`src/rtl/uart_prog_loader_pkg.sv`:
```
// Shared types and constants for the UART program loader.
package uart_prog_loader_pkg;

    localparam int unsigned DATA_WID  = 32;
    localparam int unsigned UART_BITS = 8;
    localparam int unsigned LANE_WID  = 2;

    typedef enum logic [1:0] {
        IDLE,
        START,
        DATA,
        STOP
    } uart_state_t;

    typedef struct packed {
        logic [DATA_WID-1:0] data;
        logic [DATA_WID-1:0] addr;
    } uart_wr_t;

    // Byte address of word number idx, wrapping at 32 bits.
    function automatic logic [DATA_WID-1:0] word_addr(input logic [DATA_WID-1:0] base,
                                                      input logic [DATA_WID-1:0] idx);
        return base + (idx << 2);
    endfunction

endpackage

```
`src/rtl/uart_rx_byte.sv`:
```
// 8N1 UART byte receiver: rx synchronizer, baud counter and bit FSM.
// With UART_LOADER_TIMEOUT_EN an idle indication is exported for the loader.
module uart_rx_byte
    import uart_prog_loader_pkg::*;
#(
    parameter int unsigned CLKS_PER_BIT = 434
) (
    input  logic                 clk,
    input  logic                 rst_n,
    input  logic                 rx,
    input  logic                 hold,
    output logic [UART_BITS-1:0] rx_byte,
    output logic                 byte_valid,
    output logic                 stop_err
`ifdef UART_LOADER_TIMEOUT_EN
    ,
    output logic                 idle_c
`endif
);

    localparam int unsigned CNT_WID = $clog2(CLKS_PER_BIT);
    localparam int unsigned IDX_WID = $clog2(UART_BITS);
    localparam logic [CNT_WID-1:0] HALF_M1 = CNT_WID'(CLKS_PER_BIT / 2 - 1);
    localparam logic [CNT_WID-1:0] FULL_M1 = CNT_WID'(CLKS_PER_BIT - 1);
    localparam logic [IDX_WID-1:0] LAST_IDX = IDX_WID'(UART_BITS - 1);

    uart_state_t          state_q, state_d;
    logic                 rx_meta_q, rx_sync_q;
    logic [CNT_WID-1:0]   cnt_q, cnt_d;
    logic [IDX_WID-1:0]   idx_q, idx_d;
    logic [UART_BITS-1:0] shift_q, shift_d;
    logic                 err_wait_q, err_wait_d;
    logic                 byte_valid_q, byte_valid_d;
    logic                 stop_err_q, stop_err_d;
    logic                 half_tick_c, full_tick_c;

    assign half_tick_c = (cnt_q == HALF_M1);
    assign full_tick_c = (cnt_q == FULL_M1);

    // State and datapath registers; the synchronizer idles high.
    always_ff @(posedge clk or negedge rst_n) begin
        if (!rst_n) begin
            state_q      <= IDLE;
            rx_meta_q    <= 1'b1;
            rx_sync_q    <= 1'b1;
            cnt_q        <= '0;
            idx_q        <= '0;
            shift_q      <= '0;
            err_wait_q   <= 1'b0;
            byte_valid_q <= 1'b0;
            stop_err_q   <= 1'b0;
        end else begin
            state_q      <= state_d;
            rx_meta_q    <= rx;
            rx_sync_q    <= rx_meta_q;
            cnt_q        <= cnt_d;
            idx_q        <= idx_d;
            shift_q      <= shift_d;
            err_wait_q   <= err_wait_d;
            byte_valid_q <= byte_valid_d;
            stop_err_q   <= stop_err_d;
        end
    end

    // Next-state logic.
    always_comb begin
        state_d = state_q;
        unique case (state_q)
            IDLE:  if (!rx_sync_q) state_d = START;
            START: if (half_tick_c) state_d = rx_sync_q ? IDLE : DATA;
            DATA:  if (full_tick_c && (idx_q == LAST_IDX)) state_d = STOP;
            STOP: begin
                if (err_wait_q) begin
                    if (rx_sync_q) state_d = IDLE;
                end else if (full_tick_c && rx_sync_q) begin
                    state_d = IDLE;
                end
            end
            default: state_d = IDLE;
        endcase
        if (hold) state_d = IDLE;
    end

    // Counter, shifter and byte/error strobes.
    always_comb begin
        cnt_d        = cnt_q + 1'b1;
        idx_d        = idx_q;
        shift_d      = shift_q;
        err_wait_d   = err_wait_q;
        byte_valid_d = 1'b0;
        stop_err_d   = 1'b0;
        case (state_q)
            IDLE: begin
                cnt_d      = '0;
                err_wait_d = 1'b0;
            end
            START: begin
                if (half_tick_c) begin
                    cnt_d = '0;
                    idx_d = '0;
                end
            end
            DATA: begin
                if (full_tick_c) begin
                    cnt_d   = '0;
                    shift_d = {rx_sync_q, shift_q[UART_BITS-1:1]};
                    idx_d   = idx_q + 1'b1;
                end
            end
            STOP: begin
                if (err_wait_q) begin
                    cnt_d = '0;
                end else if (full_tick_c) begin
                    cnt_d = '0;
                    if (rx_sync_q) begin
                        byte_valid_d = 1'b1;
                    end else begin
                        stop_err_d = 1'b1;
                        err_wait_d = 1'b1;
                    end
                end
            end
            default: ;
        endcase
        if (hold) begin
            cnt_d        = '0;
            err_wait_d   = 1'b0;
            byte_valid_d = 1'b0;
            stop_err_d   = 1'b0;
        end
    end

    assign rx_byte    = shift_q;
    assign byte_valid = byte_valid_q;
    assign stop_err   = stop_err_q;

`ifdef UART_LOADER_TIMEOUT_EN
    assign idle_c = (state_q == IDLE);
`endif

endmodule

```
`src/rtl/uart_prog_loader.sv`:
```
// UART boot loader: assembles little-endian words and drives the program-load port.
// Optional UART_LOADER_TIMEOUT_EN completes a short image after TIMEOUT_CLKS idle cycles.
module uart_prog_loader
    import uart_prog_loader_pkg::*;
#(
    parameter int unsigned CLKS_PER_BIT = 434,
    parameter int unsigned WORD_COUNT   = 16384,
    parameter logic [31:0] BASE_ADDR    = 32'h0000_0000
`ifdef UART_LOADER_TIMEOUT_EN
    ,
    parameter int unsigned TIMEOUT_CLKS = 5_000_000
`endif
) (
    input  logic                               clk,
    input  logic                               rst_n,
    input  logic                               rx,
    output logic [DATA_WID-1:0]                uart_data,
    output logic [DATA_WID-1:0]                uart_addr,
    output logic                               uart_we,
    output logic                               uart_done,
    output logic                               frame_err,
    output logic [$clog2(WORD_COUNT+1)-1:0]    words_loaded
);

    localparam int unsigned WC_WID = $clog2(WORD_COUNT + 1);

    logic [UART_BITS-1:0] rx_byte;
    logic                 byte_valid;
    logic                 stop_err;
    logic                 timeout_c;

    uart_wr_t             wr_q, wr_d;
    logic [DATA_WID-1:0]  word_q, word_d;
    logic [LANE_WID-1:0]  lane_q, lane_d;
    logic                 we_q, we_d;
    logic                 done_q, done_d;
    logic                 ferr_q, ferr_d;
    logic [WC_WID-1:0]    words_q, words_d;

`ifdef UART_LOADER_TIMEOUT_EN
    localparam int unsigned TO_WID = $clog2(TIMEOUT_CLKS + 1);

    logic              rx_idle_c;
    logic [TO_WID-1:0] idle_cnt_q, idle_cnt_d;

    uart_rx_byte #(
        .CLKS_PER_BIT (CLKS_PER_BIT)
    ) u_rx (
        .clk        (clk),
        .rst_n      (rst_n),
        .rx         (rx),
        .hold       (done_q),
        .rx_byte    (rx_byte),
        .byte_valid (byte_valid),
        .stop_err   (stop_err),
        .idle_c     (rx_idle_c)
    );

    // Idle timer only runs between whole words; any activity restarts it.
    always_comb begin
        idle_cnt_d = '0;
        if (rx_idle_c && (words_q != '0) && (lane_q == '0) && !done_q) begin
            idle_cnt_d = idle_cnt_q + 1'b1;
        end
    end

    assign timeout_c = (idle_cnt_d == TO_WID'(TIMEOUT_CLKS));

    always_ff @(posedge clk or negedge rst_n) begin
        if (!rst_n) idle_cnt_q <= '0;
        else        idle_cnt_q <= idle_cnt_d;
    end
`else
    uart_rx_byte #(
        .CLKS_PER_BIT (CLKS_PER_BIT)
    ) u_rx (
        .clk        (clk),
        .rst_n      (rst_n),
        .rx         (rx),
        .hold       (done_q),
        .rx_byte    (rx_byte),
        .byte_valid (byte_valid),
        .stop_err   (stop_err)
    );

    assign timeout_c = 1'b0;
`endif

    // Lane assembly, write strobe, address generation and completion.
    always_comb begin
        wr_d    = wr_q;
        word_d  = word_q;
        lane_d  = lane_q;
        we_d    = 1'b0;
        done_d  = done_q;
        ferr_d  = ferr_q | stop_err;
        words_d = words_q;
        if (byte_valid && !done_q) begin
            word_d[{lane_q, 3'b000} +: UART_BITS] = rx_byte;
            lane_d = lane_q + 1'b1;
            if (lane_q == LANE_WID'(3)) begin
                wr_d.data = {rx_byte, word_q[23:0]};
                wr_d.addr = word_addr(BASE_ADDR, DATA_WID'(words_q));
                we_d      = 1'b1;
                words_d   = words_q + 1'b1;
                if (words_d == WC_WID'(WORD_COUNT)) done_d = 1'b1;
            end
        end
        if (timeout_c) done_d = 1'b1;
    end

    always_ff @(posedge clk or negedge rst_n) begin
        if (!rst_n) begin
            wr_q    <= '{data: '0, addr: BASE_ADDR};
            word_q  <= '0;
            lane_q  <= '0;
            we_q    <= 1'b0;
            done_q  <= 1'b0;
            ferr_q  <= 1'b0;
            words_q <= '0;
        end else begin
            wr_q    <= wr_d;
            word_q  <= word_d;
            lane_q  <= lane_d;
            we_q    <= we_d;
            done_q  <= done_d;
            ferr_q  <= ferr_d;
            words_q <= words_d;
        end
    end

    assign uart_data    = wr_q.data;
    assign uart_addr    = wr_q.addr;
    assign uart_we      = we_q;
    assign uart_done    = done_q;
    assign frame_err    = ferr_q;
    assign words_loaded = words_q;

endmodule

```
`config.mk`:
```
export PLATFORM = sky130hd
export DESIGN_NAME = uart_prog_loader
export DESIGN_NICKNAME = d
export VERILOG_FILES = /design/src/rtl/uart_prog_loader_pkg.sv /design/src/rtl/uart_rx_byte.sv /design/src/rtl/uart_prog_loader.sv
export SDC_FILE = /design/constraint.sdc
export NUM_CORES = 1
export LEC_CHECK = 0
export CAP_MARGIN = 15
export CORE_ASPECT_RATIO = 1.75
export CORE_MARGIN = 2
export CORE_UTILIZATION = 34
export DETAILED_ROUTE_END_ITERATION = 10
export PLACE_DENSITY_LB_ADDON = 0.12
export SLEW_MARGIN = 20
export SYNTH_ARGS = -nofsm -noshare
export SYNTH_HDL_FRONTEND = slang
export SYNTH_HIERARCHICAL = 1
export SYNTH_SLANG_ARGS = --single-unit
export TNS_END_PERCENT = 10
```
`constraint.sdc`:
```
create_clock -name clk -period 2.12 [get_ports clk]
set_input_delay 0.424 -clock clk [delete_from_list [all_inputs] [get_ports clk]]
set_output_delay 0.424 -clock clk [all_outputs]
set_load 0.03 [all_outputs]
```
==> run_results.csv <==
group,metric,value,unit
sta,grt_setup_unrepaired,"no",
critical_path,critPathBufInv,1,
floorplan,chipWidth,97.9,um
floorplan,die_area,16500,um2
grt,first_global_vias,3870,
critical_path,cp_slowest_stage_delay,0.73,ns
yosys,synth_top_area_frac,0.553,
yosys,ys_seq_area_frac,0.563,
yosys,async_reset_ff_frac,1.00,
sta,final_hold_viol_count,0,
yosys,synth_cell_types,53,
sta,timing.fmax,481,MHz
clock_network,cts_buffers,17,
critical_path,required,1.70,ns
job,drv_cap,0,
yosys,avgSynthCellArea,10.6,um2
sta,period_minus_slack,2.08,ns
drt,vias,3675,
finish,antennaDiodeCount,0,
sta,finalCritPeriodShare,0.981,
critical_path,cp_slowest_cell,"clkdlybuf4s50_1",
finish,final_core_util,0.442,
clock_network,cts_tree,"yes",
placement,dp_hpwl,7.81,mm
grt,grt_use_total,0.146,
floorplan,num_rows,60,
finish,nets,587,
critical_path,cp-end-kind,"output port",
placement,io_buffer_count,67,
sta,slew_viol_final,0,
min_path,min_from,"u_rx/rx_meta_q$_DFF_PN1_",
critical_path,path_max_fanout,8,
sta,skew,0.00955,ns
floorplan,initial_core_util,0.344,
yosys,synthTopCellsByCount,"nand2_1, dfrtp_1, a22o_1, buf_4, xnor2_1",
critical_path,crit_family,"buffers and inverters",
pwr,powerDensity,798,nW/um2
grt,antenna_found_initial,0,
floorplan,core-area,15200,um2
yosys,yosysMostFrequentCell,"nand2_1",
clock_network,insertion_delay,0.41,ns
yosys,netlist_area,5250,um2
pwr,power_leakage,3.37,nW
placement,place.gp.congestion,0.821,
clock_network,clockBufferDepth,2,
drt,drt_pass1_iterations,5,
drt,ant_nets,0,
finish,instances_no_fill,772,
pwr,ir_drop,0.553,mV
clock_network,clk_pin_slew,0.06,ns
yosys,synth_area_leaders,"dfrtp_1, nand2_1, a22o_1",
min_path,min_path_type,"reg -> reg",
drt,totalWireLength,11.3,mm
yosys,yosys.area.top_type,"dfrtp_1",
grt,grt_pass1_wl,19.6,mm
yosys,synth_ff_type,"dfrtp_1",
critical_path,rr_startpoint,"uart_done$_DFFE_PN0P_",
critical_path,cp_cell_sequence,"clkdlybuf4s50_1",
pwr,finalPower,0.00538,W
drt,drtIter0Drc,124,
finish,final_cell_area,6740,um2
yosys,synth-edff-count,0,
floorplan,io_pins,85,
clock_network,cts_sinks,118,
placement,dpl.cell_count,739,
finish,drive_gt1_frac,0.128,
drt,drt-vias-per-instance,4.76,
critical_path,critPathLaunch,"words_loaded[10]$_DFFE_PN0P_",
yosys,yosysWarnings,6,
sta,setup_viol,0,
status,run_status,"completed",
yosys,ys_seq_elements,118,
clock_network,cts_setup_buffers,0,
critical_path,cp_data_arrival_time,1.66,ns
drt,wire_per_inst,14.7,um
clock_network,htreeDepth,4,
drt,drc,0,
critical_path,path_class,"reg -> out",
yosys,synthCells,496,
floorplan,die_h,168,um
placement,place_area,6090,um2
clock_network,clockRootBuffer,"clkbuf_16",
sta,setup-tns-final,0,ns
grt,grt_max_degree,54,
finish,area_growth,28.4,%
grt,grt_overflow_total,0,
critical_path,critPathLaunchType,"register",
## cells by family after synthesis
family | share of synthesized area
XOR/XNOR | 0.0451
other | 0.000715
AND/OR/NAND/NOR | 0.223
flip-flops | 0.563
AO/OA/AOI/OAI | 0.0668
buffers and inverters | 0.0558
multiplexers | 0.0193
adder cells (fa/ha/maj) | 0.0262
## registers in the layout (all words and copies together) (netlist names), 2 cells and up
name / count
lane_q: 2
u_rx/cnt_q: 9
u_rx/idx_q: 3
u_rx/rx_byte: 8
u_rx/state_q: 2
uart_addr: 15
uart_data: 32
word_q: 24
words_loaded: 15
## path summary, 6_finish.rpt
check | endpoint | slack, ns | depth (start not counted)
min in group asynchronous | u_rx/cnt_q[6]$_DFF_PN0_ | 0.45 | 2
min | u_rx/rx_sync_q$_DFF_PN1_ | 0.35 | 0
max in group asynchronous | uart_data[0]$_DFFE_PN0P_ | 1.00 | 3
min reg2reg | u_rx/rx_sync_q$_DFF_PN1_ | 0.35 | 0
max reg2reg | words_loaded[7]$_DFFE_PN0P_ | 0.20 | 4
max | words_loaded[10] | 0.04 | 1
## repair_timing
| item | 4_1_cts | 5_1_grt |
|---|---|---|
| resized for setup | 4 | 5 |
| endpoints found under the setup margin | 4 | 5 |
| hold endpoints to repair | 18 | 0 |
| hold buffers | 1 | 0 |
## cell type report
type / count / area, um2
Clock buffer: 18 / 439
Fill cell: 1474 / 8500
Multi-Input combinational cell: 344 / 2060
Inverter: 7 / 26.3
Timing Repair Buffer: 85 / 838
Sequential cell: 118 / 2960
Clock inverter: 14 / 185
Tap cell: 186 / 233
## stage by stage
stage,hold slack [ns],setup slack (ns)
CTS,0.356,0.00657
detailed placement,0.344,0.199
finish,0.355,0.0399
global route,0.365,0.000936
global placement,0.338,0.186
floorplan,0.128,0.248
## report_power, final
| group | switching (W) | internal, W |
|---|---|---|
| logic | 0.0000842 | 0.0000116 |
| registers | 0.00000215 | 0.00226 |
| clock network | 0.00111 | 0.00191 |
| total | 0.00120 | 0.00418 |
## layer usage
metal  global-route usage  up-vias  share of wire
met2                0.246       84           0.51
met5                    0        -              0
met3               0.0315       20          0.035
met1                0.181     1790           0.43
met4               0.0586        0          0.019
li1                     -     1781              -
## placed cells by master, fill, tap and decap left out, types with 2 or more instances in the layout
| master | Yosys | layout |
|---|---|---|
| a21oi_1 | 6 | 6 |
| a22o_1 | 26 | 26 |
| and3_1 | 3 | 3 |
| buf_12 | 0 | 2 |
| buf_4 | 20 | 16 |
| bufinv_16 | 0 | 3 |
| clkbuf_16 | 0 | 17 |
| clkdlybuf4s50_1 | 0 | 57 |
| clkinv_4 | 0 | 3 |
| conb_1 | 1 | 17 |
| dfrtp_1 | 116 | 116 |
| dfstp_2 | 2 | 2 |
| dlygate4sd2_1 | 0 | 4 |
| dlymetal6s2s_1 | 0 | 5 |
| ha_1 | 11 | 11 |
| inv_1 | 6 | 6 |
| inv_6 | 0 | 7 |
| mux2_1 | 8 | 8 |
| nand2_1 | 157 | 157 |
| nand3_1 | 10 | 10 |
| nand4_1 | 9 | 9 |
| nor2_1 | 11 | 11 |
| nor2_2 | 9 | 9 |
| nor2b_1 | 3 | 3 |
| nor3_1 | 5 | 5 |
| nor4_1 | 5 | 5 |
| nor4b_2 | 2 | 2 |
| nor4b_4 | 2 | 2 |
| o21a_1 | 2 | 2 |
| o21ai_0 | 5 | 5 |
| or3_1 | 3 | 3 |
| or4_1 | 2 | 2 |
| xnor2_1 | 14 | 14 |
| xor2_1 | 13 | 13 |
Note: power is estimated with default switching activity, not from simulation.
